<file path="src/rtl/mul_pkg.sv">
// Shared types and constants for the iterative RV32M multiplier.
package mul_pkg;

    typedef enum logic [1:0] {
        OP_MUL    = 2'b00,
        OP_MULH   = 2'b01,
        OP_MULHSU = 2'b10,
        OP_MULHU  = 2'b11
    } mul_op_t;

    typedef enum logic [2:0] {
        IDLE   = 3'd0,
        ABS_A  = 3'd1,
        ABS_B  = 3'd2,
        CALC   = 3'd3,
        NEG_LO = 3'd4,
        NEG_HI = 3'd5,
        DONE   = 3'd6
    } mul_state_t;

    localparam int unsigned MUL_ITERS = 32;
    localparam int unsigned CNT_W     = $clog2(MUL_ITERS);

    // Counter increment built from half-adder cells; the shared adder is busy in CALC.
    function automatic logic [CNT_W-1:0] cnt_inc(input logic [CNT_W-1:0] v);
        logic [CNT_W-1:0] r;
        logic             c;
        c = 1'b1;
        for (int i = 0; i < int'(CNT_W); i++) begin
            r[i] = v[i] ^ c;
            c    = c & v[i];
        end
        return r;
    endfunction

endpackage

</file>
<file path="src/rtl/CLA32bit.sv">
// 32-bit adder: 4-bit carry-lookahead groups with group carries chained between them.
module CLA32bit (
    input  logic [31:0] i_a,
    input  logic [31:0] i_b,
    input  logic        i_cin,
    output logic [31:0] o_sum,
    output logic        o_cout
);

    logic [7:0][3:0] g;
    logic [7:0][3:0] p;
    logic [7:0][3:0] c;

    assign g = i_a & i_b;
    assign p = i_a ^ i_b;

    always_comb begin : carry_net
        logic carry;
        carry = i_cin;
        c     = '0;
        for (int k = 0; k < 8; k++) begin
            c[k][0] = carry;
            c[k][1] = g[k][0] | (p[k][0] & carry);
            c[k][2] = g[k][1] | (p[k][1] & g[k][0]) | (p[k][1] & p[k][0] & carry);
            c[k][3] = g[k][2] | (p[k][2] & g[k][1]) | (p[k][2] & p[k][1] & g[k][0])
                    | (p[k][2] & p[k][1] & p[k][0] & carry);
            carry   = g[k][3] | (p[k][3] & g[k][2]) | (p[k][3] & p[k][2] & g[k][1])
                    | (p[k][3] & p[k][2] & p[k][1] & g[k][0])
                    | (p[k][3] & p[k][2] & p[k][1] & p[k][0] & carry);
        end
        o_cout = carry;
    end

    assign o_sum = p ^ c;

endmodule

</file>
<file path="src/rtl/mul_seq32.sv">
// Iterative 32x32 shift-add multiplier for MUL/MULH/MULHSU/MULHU; every addition
// goes through a single CLA32bit whose inputs are selected by the FSM state.
module mul_seq32
    import mul_pkg::*;
(
    input  logic        i_clk,
    input  logic        i_rst,
    input  logic        i_valid,
    output logic        o_ready,
    input  mul_op_t     i_op,
    input  logic [31:0] i_a,
    input  logic [31:0] i_b,
    output logic        o_valid,
    input  logic        i_ready,
    output logic [31:0] o_result
);

    mul_state_t       state;
    mul_op_t          op_r;
    logic [CNT_W-1:0] cnt;
    logic [31:0]      hi, lo, mcand;
    logic             neg_a, neg_b, neg, carry_r;

    logic [31:0] add_a, add_b, add_sum;
    logic        add_cin, add_cout;
    logic        a_signed, b_signed;

    assign a_signed = (i_op == OP_MULH) || (i_op == OP_MULHSU);
    assign b_signed = (i_op == OP_MULH);

    CLA32bit u_cla (
        .i_a    (add_a),
        .i_b    (add_b),
        .i_cin  (add_cin),
        .o_sum  (add_sum),
        .o_cout (add_cout)
    );

    // Adder operand mux: conditional two's-complement via ~x + cin, or shift-add step.
    always_comb begin
        add_a   = '0;
        add_b   = '0;
        add_cin = 1'b0;
        unique case (state)
            ABS_A: begin
                add_a   = neg_a ? ~mcand : mcand;
                add_cin = neg_a;
            end
            ABS_B: begin
                add_a   = neg_b ? ~lo : lo;
                add_cin = neg_b;
            end
            CALC: begin
                add_a = hi;
                add_b = lo[0] ? mcand : '0;
            end
            NEG_LO: begin
                add_a   = neg ? ~lo : lo;
                add_cin = neg;
            end
            NEG_HI: begin
                add_a   = neg ? ~hi : hi;
                add_cin = neg & carry_r;
            end
            default: ;
        endcase
    end

    always_ff @(posedge i_clk or posedge i_rst) begin
        if (i_rst) begin
            state    <= IDLE;
            op_r     <= OP_MUL;
            cnt      <= '0;
            hi       <= '0;
            lo       <= '0;
            mcand    <= '0;
            neg_a    <= 1'b0;
            neg_b    <= 1'b0;
            neg      <= 1'b0;
            carry_r  <= 1'b0;
            o_valid  <= 1'b0;
            o_ready  <= 1'b1;
            o_result <= '0;
        end else begin
            unique case (state)
                IDLE: begin
                    if (i_valid) begin
                        op_r    <= i_op;
                        mcand   <= i_a;
                        lo      <= i_b;
                        neg_a   <= a_signed & i_a[31];
                        neg_b   <= b_signed & i_b[31];
                        neg     <= (a_signed & i_a[31]) ^ (b_signed & i_b[31]);
                        o_ready <= 1'b0;
                        state   <= ABS_A;
                    end
                end
                ABS_A: begin
                    mcand <= add_sum;
                    state <= ABS_B;
                end
                ABS_B: begin
                    lo    <= add_sum;
                    hi    <= '0;
                    cnt   <= '0;
                    state <= CALC;
                end
                CALC: begin
                    {hi, lo} <= {add_cout, add_sum, lo[31:1]};
                    cnt      <= cnt_inc(cnt);
                    if (cnt == '1) begin
                        state <= NEG_LO;
                    end
                end
                NEG_LO: begin
                    lo      <= add_sum;
                    carry_r <= neg & add_cout;
                    state   <= NEG_HI;
                end
                NEG_HI: begin
                    hi       <= add_sum;
                    o_result <= (op_r == OP_MUL) ? lo : add_sum;
                    o_valid  <= 1'b1;
                    state    <= DONE;
                end
                DONE: begin
                    if (i_ready) begin
                        o_valid <= 1'b0;
                        o_ready <= 1'b1;
                        state   <= IDLE;
                    end
                end
                default: state <= IDLE;
            endcase
        end
    end

endmodule

</file>
<file path="config.mk">
export PLATFORM = sky130hd
export DESIGN_NAME = mul_seq32
export DESIGN_NICKNAME = d
export VERILOG_FILES = /design/src/rtl/mul_pkg.sv /design/src/rtl/CLA32bit.sv /design/src/rtl/mul_seq32.sv
export SDC_FILE = /design/constraint.sdc
export NUM_CORES = 1
export LEC_CHECK = 0
export ABC_CLOCK_PERIOD_IN_PS = 6430
export CAP_MARGIN = 5
export CORE_MARGIN = 2
export CORE_UTILIZATION = 59
export DETAILED_ROUTE_END_ITERATION = 12
export GPL_TIMING_DRIVEN = 1
export PLACE_DENSITY = 0.82
export SLEW_MARGIN = 20
export SYNTH_ARGS = -nofsm -noshare
export SYNTH_HDL_FRONTEND = slang
export SYNTH_HIERARCHICAL = 1
export SYNTH_SLANG_ARGS = --single-unit
</file>
<file path="constraint.sdc">
create_clock -name i_clk -period 6.43 [get_ports i_clk]
set_input_delay 1.286 -clock i_clk [delete_from_list [all_inputs] [get_ports i_clk]]
set_output_delay 1.286 -clock i_clk [all_outputs]
set_load 0.005 [all_outputs]
</file>
After elaboration in Yosys (flattened, before gate mapping)
Index checks and enable logic that the tools add are counted.
Widths: inputs -> output; s select.
{"block": "word_totals", "regBits": 144, "out_inout_bits": 34, "elab_cells": 292}
{"block": "op_classes", "eq_ne": 12, "muxes": 24, "bitwise_logic": 227, "n_reduce_logical": 16}
{"cell": "$mux 32", "n": 9}
{"cell": "$pmux 32 s3", "n": 2}
{"cell": "$pmux 32 s5", "n": 1}
{"cell": "$and 1x1->1", "n": 135}
{"cell": "$not 32->32", "n": 3}
{"cell": "$or 1x1->1", "n": 80}
{"cell": "$pmux 32 s2", "n": 1}
{"cell": "$xor 32x32->32", "n": 2}
{"cell": "$and 32x32->32", "n": 1}
{"cell": "$pmux 3 s7", "n": 1}
{"cell": "$pmux 5 s2", "n": 1}
{"cell": "$eq 3x3->1 const B", "n": 3}
{"cell": "$mux 3", "n": 3}
{"cell": "$reduce_and 2->1", "n": 4}
{"cell": "$reduce_bool 2->1", "n": 4}
{"cell": "$eq 3x2->1 const B", "n": 2}
{"cell": "$ne 2x2->1 const B", "n": 3}
{"cell": "$reduce_and 3->1", "n": 2}
{"cell": "$reduce_bool 3->1", "n": 2}
{"cell": "$eq 5x5->1 const B", "n": 1}
{"cell": "$xor 1x1->1", "n": 5}
{"cell": "$pmux 1 s2", "n": 2}
{"cell": "$pmux 1 s4", "n": 1}
{"cell": "$eq 3x1->1 const B", "n": 1}
{"cell": "other kinds (8)", "n": 10}

Longest topological paths before layout
{"block": "logic_depth", "depth_word": 25, "ltp_mapped": 21, "ltp_nobuf": 17}

Modules after synthesis
Netlist, hierarchy kept.
{"mod": "mul_seq32", "instances": 1, "cells_per_inst": 1183, "area_per_inst_um2": 9785.6, "seq_area_each_um2": 3604.7}
{"mod": "CLA32bit", "instances": 1, "cells_per_inst": 153, "area_per_inst_um2": 1303.8, "seq_area_each_um2": 0.0}

Least setup slack after synthesis
OpenSTA, ideal clock, no wires.
{"block": "synth_timing", "path_kind": "reg2reg", "startpoint": "reg state[1]", "endpoint": "reg hi[29]", "setup_time_ps": 137, "arrival_ps": 3864, "t_required_ps": 6293, "path_slack_ps": 2429, "stages_incl_launch_ff": 19, "n_path_buf": 2, "period_less_slack_ps": 4001, "cell_sequence": "dfrtp_1 -> buf_4 -> or3b_1 -> buf_6 -> a21boi_4 -> a221oi_1 -> o311ai_1 -> ha_1 -> a211oi_2 -> nor4_1 -> o21ai_1 -> nand4_2 -> a311oi_4 -> o21ai_0 -> fa_1 -> xor2_1 -> and3_1 -> a211oi_1 -> a21oi_1"}
{"item": "start: declaration", "line": "mul_seq32.sv:18", "source": "mul_state_t state;"}
{"item": "start signal: assignment", "line": "mul_seq32.sv:71", "source": "state <= IDLE;"}
{"item": "start signal: assignment", "line": "mul_seq32.sv:95", "source": "state <= ABS_A;"}
{"item": "start signal: assignment", "line": "mul_seq32.sv:100", "source": "state <= ABS_B;"}
{"item": "$eq 3x3->1 (tied with other cells)", "line": "mul_seq32.sv:44", "source": "unique case (state)"}
{"item": "$pmux 32 s5 (*)", "line": "mul_seq32.sv:44"}
{"item": "net add_a[0]", "line": "mul_seq32.sv:24", "source": "logic [31:0] add_a, add_b, add_sum;"}
{"item": "$and 32x32->32 or $xor 32x32->32 (tied branches)", "line": "CLA32bit.sv:14, CLA32bit.sv:15"}
{"item": "$and 1x1->1, on equally long branches", "line": "CLA32bit.sv:28, CLA32bit.sv:29"}
{"item": "$or 1x1->1 or $and 1x1->1 (tied branches)", "line": "CLA32bit.sv:28, CLA32bit.sv:29"}
{"item": "$or 1x1->1 (*)", "line": "CLA32bit.sv:29", "source": "| (p[k][3] & p[k][2] & p[k][1] & p[k][0] & carry);"}
{"item": "$and 1x1->1 (*)", "line": "CLA32bit.sv:29"}
{"item": "[8 not listed]"}
{"item": "$or 1x1->1 (*)", "line": "CLA32bit.sv:29"}
{"item": "$and 1x1->1 (*)", "line": "CLA32bit.sv:29"}
{"item": "$or 1x1->1 (*)", "line": "CLA32bit.sv:29"}
{"item": "$and 1x1->1 (*)", "line": "CLA32bit.sv:23", "source": "c[k][1] = g[k][0] | (p[k][0] & carry);"}
{"item": "$or 1x1->1 (*)", "line": "CLA32bit.sv:23"}
{"item": "$xor 32x32->32 (*)", "line": "CLA32bit.sv:34", "source": "assign o_sum = p ^ c;"}
{"item": "net add_sum[29]", "line": "mul_seq32.sv:24"}
{"item": "$pmux 32 s3 (*)", "line": "mul_seq32.sv:85", "source": "unique case (state)"}
{"item": "end signal: assignment", "line": "mul_seq32.sv:109", "source": "{hi, lo} <= {add_cout, add_sum, lo[31:1]};"}
{"item": "end signal: assignment", "line": "mul_seq32.sv:121", "source": "hi <= add_sum;"}
{"item": "end: declaration", "line": "mul_seq32.sv:21", "source": "logic [31:0] hi, lo, mcand;"}
Mark *: on every way through the listed nets, which the timed path passes. The rest lies on a longest branch.
A chain may end at the register's enable or synchronous reset.

Final worst setup path
{"block": "layout_timing", "startpoint": "reg state[1]", "endpoint": "reg lo[29]"}
{"block": "layout_via", "elab_chain_len": 24}
{"item": "$eq 3x3->1 (tied with other cells)", "line": "mul_seq32.sv:44"}
{"item": "$pmux 32 s5 (*)", "line": "mul_seq32.sv:44"}
{"item": "net add_a[2]", "line": "mul_seq32.sv:24"}
{"item": "$and 32x32->32 or $xor 32x32->32 (tied branches)", "line": "CLA32bit.sv:14, CLA32bit.sv:15"}
{"item": "$and 1x1->1, on equally long branches", "line": "CLA32bit.sv:27, CLA32bit.sv:28, CLA32bit.sv:29"}
{"item": "$or 1x1->1 (tied with other cells) (2 in a row)", "line": "CLA32bit.sv:27", "source": "carry = g[k][3] | (p[k][3] & g[k][2]) | (p[k][3] & p[k][2] & g[k][1])"}
{"item": "$or 1x1->1 or $and 1x1->1 (tied branches)", "line": "CLA32bit.sv:28, CLA32bit.sv:29"}
{"item": "$or 1x1->1 (*)", "line": "CLA32bit.sv:29"}
{"item": "[9 not listed]"}
{"item": "$or 1x1->1 (*)", "line": "CLA32bit.sv:29"}
{"item": "$and 1x1->1 (*)", "line": "CLA32bit.sv:29"}
{"item": "$or 1x1->1 (*)", "line": "CLA32bit.sv:29"}
{"item": "$and 1x1->1 (*)", "line": "CLA32bit.sv:23"}
{"item": "$or 1x1->1 (*)", "line": "CLA32bit.sv:23"}
{"item": "$xor 32x32->32 (*)", "line": "CLA32bit.sv:34"}
{"item": "net add_sum[29]", "line": "mul_seq32.sv:24"}
{"item": "$pmux 32 s3 (*)", "line": "mul_seq32.sv:85"}
{"item": "end signal: assignment", "line": "mul_seq32.sv:90", "source": "lo <= i_b;"}
{"item": "end signal: assignment", "line": "mul_seq32.sv:103", "source": "lo <= add_sum;"}
{"item": "end signal: assignment", "line": "mul_seq32.sv:109"}
{"item": "end: declaration", "line": "mul_seq32.sv:21"}
Marked as above.

==> results by group <==
Clock tree
  – Clock transition at the register clock pins on the worst setup and hold paths after CTS: 60 ps
  – CTS tree: yes
  – Clock sinks: 144
  – Master cell of the clock root buffer: sky130_fd_sc_hd__clkbuf_16
  – Post-cts hold buffer count: 0
  – Number of buffers inserted by post-CTS setup repair: 0
  – TritonCTS buffer count: 17
  – Clock latency of the later-clocked register in the worst-skew pair: 440 ps
  – Level count of the clock H-tree: 4
  – PostCTS Resize Cnt: 0
  – Maximum clock insertion buffer count: 2

Pwr
  – Peak supply drop: 0.281 mV
  – Power Density: 550 mW/mm^2
  – Leakage power of the design: 6.00 nW

Die
  – Starting utilization of the core area: 59.7%
  – Height of the chip: 141 microns
  – Die ar.: 0.0199 sq mm
  – Horizontal extent of the die: 141 microns
  – FP Rows: 50
  – Core Footprint: 0.0186 sq mm
  – I/O pins: 104

Place
  – Final Wtd Congestion: 0.941
  – DP Wirelength: 20800 microns
  – Pre-CTS WS: 1280 ps
  – Number of buffers added on ports: 103

Layout
  – Nets: 1490
  – Proportion of layout cells with a drive suffix above 1: 6.19%
  – Seq. cell area: 0.00362 sq mm
  – Post-layout util: 68.8%
  – Final-layout fill cell count: 1508
  – Total inserted antenna cells: 0
  – Layout overhead on the synthesized area: 15.3%
  – Multi-input gate area: 0.00691 sq mm

Routing
  – Routed len/inst: 20.3 microns
  – Via count: 10500
  – Routed Wire Length: 33000 microns
  – Avg Vias per Cell: 6.47
  – Number of iterations in the first detailed-routing pass: 6
  – Initial drt markers: 1328
  – Antenna Nets Post-Route: 0
  – DRC violation count after routing: 0

Global routing
  – Grt peak-use layer: met2
  – Number of antenna violations at the first check in global routing: 0
  – Met3 routing resource usage after global routing: 7.30%
  – Largest net degree at the start of global routing: 81
  – Congestion Overflow GR: 0
  – Global Route met2 Usage: 53.2%
  – Wire length of the first global-routing pass: 53800 microns
  – Met1 Use GR: 46.0%
  – Global Route Usage Sum: 33.9%
  – Number of global-route vias before repair: 10300

Logic synthesis
  – Area of the mapped netlist: 0.0111 sq mm
  – Primary flip-flop cell chosen by synthesis mapping: sky130_fd_sc_hd__dfrtp_1
  – Most numerous cell in the Yosys netlist: sky130_fd_sc_hd__nand2_1
  – Number of enable flip-flop cells after synthesis: 0
  – Total of flip-flops plus latches after synthesis: 144
  – Post-synth net total: 1450
  – Share of synthesized flip-flops with an asynchronous set or reset: 100%
  – Sequential cell area fraction in the yosys report: 32.5%
  – Cell taking the most area after synthesis: sky130_fd_sc_hd__dfrtp_1
  – Syn Area/Cell: 8.30 sq um
  – Area share of the largest cell type after synthesis: 32.3%
  – Cells after synthesis: 1336
  – Most area-consuming cells after synthesis: sky130_fd_sc_hd__dfrtp_1 32%, sky130_fd_sc_hd__mux2i_1 7.7%, sky130_fd_sc_hd__nand2_1 7.1%
  – Synthesis Warnings: 6
  – Most frequent cells after synthesis: 211 x sky130_fd_sc_hd__nand2_1, 143 x sky130_fd_sc_hd__dfrtp_1, 91 x sky130_fd_sc_hd__a21oi_1
  – Distinct cells, synth: 62

STA
  – RSZ-0062 raised after global routing: false
  – Worst-Margin Slew: 986 ps
  – Slew Limit Fails: 0
  – Minimum setup slack in the final design: 1060 ps
  – Final setup skew: 9.63 ps
  – Tcrit/Tclk final: 83.5%
  – Final critical path time including I/O delays and setup: 5370 ps
  – Post-Route Setup TNS: 0 ps
  – Rel. slew slack: 34.1%
  – Total setup violations reported at the end of the flow: 0
  – Final hold viol count: 0
  – Fmax achieved: 0.186 GHz

Critical path
  – CP Data Arrival Time: 5730 ps
  – FF-to-FF path depth: 19
  – Crit Path Category: reg -> reg
  – Reg-to-Reg Start: state[1]$_DFFE_PP0P_
  – Highest net fanout along the worst path: 39
  – Required @ worst endpoint: 6800 ps
  – Critical Path End Type: flip-flop
  – Setup slack of the worst register-to-register path: 1060 ps
  – Nature of the critical path startpoint: flip-flop
  – Origin of the worst setup path: state[1]$_DFFE_PP0P_
  – Reg2Reg Capture Point: lo[29]$_DFFE_PP0P_

Worst hold path
  – End point of the worst hold path: cnt[1]$_DFFE_PP0P_
  – Hold crit path type: reg -> reg
  – Hold Path Origin: cnt[1]$_DFFE_PP0P_
  – Instance count along the most critical hold path: 2

Run
  – Max Cap Violations: 0

Run status
  – Run status: finished clean
## kinds of logic after synthesis
logic type	after synthesis	share of synthesized area, %
flip-flops	144	32.5
multiplexers	85	7.67
AND/OR/NAND/NOR	475	20.2
XOR/XNOR	110	8.69
adder cells (fa/ha/maj)	44	5.51
AO/OA/AOI/OAI	351	20.0
buffers and inverters	127	5.43
## worst max-delay path, stage by stage (launching register included)
cell	delay (ps)
sky130_fd_sc_hd__dfrtp_4	650
sky130_fd_sc_hd__buf_4	320
sky130_fd_sc_hd__nor2b_1	280
sky130_fd_sc_hd__nor2b_2	580
sky130_fd_sc_hd__buf_4	350
sky130_fd_sc_hd__a22oi_1	130
sky130_fd_sc_hd__o211ai_1	130
sky130_fd_sc_hd__ha_1	270
sky130_fd_sc_hd__o21ai_0	120
sky130_fd_sc_hd__nor4_1	120
sky130_fd_sc_hd__o21ai_1	290
sky130_fd_sc_hd__nand4_2	190
sky130_fd_sc_hd__a311oi_4	350
sky130_fd_sc_hd__o21ai_0	220
sky130_fd_sc_hd__fa_1	420
sky130_fd_sc_hd__xor2_1	420
sky130_fd_sc_hd__mux2i_1	130
sky130_fd_sc_hd__nand2_1	100
sky130_fd_sc_hd__a21oi_1	70
sky130_fd_sc_hd__nor2_1	110
## report_power, final
part / switching (W) / total, W / internal [W]
registers: 0.000492 / 0.00180 / 0.00131
logic: 0.00233 / 0.00415 / 0.00182
clock network: 0.000416 / 0.00108 / 0.000660
## layout make-up
cell class	instances	share of cell area [%]
tap	234	2.29
clock inverter	13	1.46
clock buffer	19	3.46
inverter	11	0.362
multi-input combinational	1065	54.1
sequential	144	28.3
timing repair buffer	137	10.1
## stage by stage
stage / power, W / cells / hold WS (ps) / area (sq um)
after global routing: 0.00756 / 1623 / 508 / 12800
final: 0.00703 / 1623 / 474 / 12800
after CTS: 0.00694 / 1623 / 477 / 12800
after floorplan: 0.00480 / 1336 / 441 / 11100
after detailed placement: 0.00581 / 1591 / 463 / 12200
after global placement: 0.00568 / 1591 / 458 / 12200
## layout by cell type, fill, tap and decap left out, types with 4 or more instances in the layout
cell type	netlist	layout
sky130_fd_sc_hd__buf_4	8	33
sky130_fd_sc_hd__xnor2_1	73	73
sky130_fd_sc_hd__nand2b_1	8	8
sky130_fd_sc_hd__a21o_1	12	12
sky130_fd_sc_hd__and3_1	36	36
sky130_fd_sc_hd__clkbuf_16	0	17
sky130_fd_sc_hd__o211ai_1	4	4
sky130_fd_sc_hd__ha_1	36	36
sky130_fd_sc_hd__and2_1	33	33
sky130_fd_sc_hd__nand3_1	80	80
sky130_fd_sc_hd__a211oi_1	33	33
sky130_fd_sc_hd__mux2i_1	85	85
sky130_fd_sc_hd__inv_1	11	10
sky130_fd_sc_hd__o22ai_1	40	40
sky130_fd_sc_hd__or3_1	33	33
sky130_fd_sc_hd__dfrtp_1	143	140
sky130_fd_sc_hd__a21oi_1	91	91
sky130_fd_sc_hd__nand2_1	211	210
sky130_fd_sc_hd__xor2_1	37	37
sky130_fd_sc_hd__o21ai_0	87	87
sky130_fd_sc_hd__bufinv_16	0	4
sky130_fd_sc_hd__fa_1	8	8
sky130_fd_sc_hd__nor2_1	52	51
sky130_fd_sc_hd__a221o_1	9	9
sky130_fd_sc_hd__clkinvlp_4	0	4
sky130_fd_sc_hd__a22oi_1	51	51
sky130_fd_sc_hd__clkdlybuf4s50_1	0	103
## flip-flops by register name, summed over array words and instances, names as in the netlist
register / count
lo: 32
neg_a: 1
state: 3
carry_r: 1
neg: 1
o_ready: 1
neg_b: 1
cnt: 5
hi: 32
mcand: 32
o_valid: 1
o_result: 32
op_r: 2
## worst max path at each step
stage | end
after floorplan | carry_r$_DFFE_PP0P_
after global placement | lo[29]$_DFFE_PP0P_
after detailed placement | lo[29]$_DFFE_PP0P_
after CTS | lo[29]$_DFFE_PP0P_
after global routing | lo[29]$_DFFE_PP0P_
final | lo[29]$_DFFE_PP0P_
## routing by layer
| layer | routed length, microns | vias to the layer above |
|---|---|---|
| met5 | 0 | - |
| met4 | 821 | 0 |
| met3 | 3010 | 81 |
| met2 | 15400 | 591 |
| met1 | 13800 | 5003 |
| li1 | - | 4828 |
No activity file was read; power rests on OpenSTA's default activity.
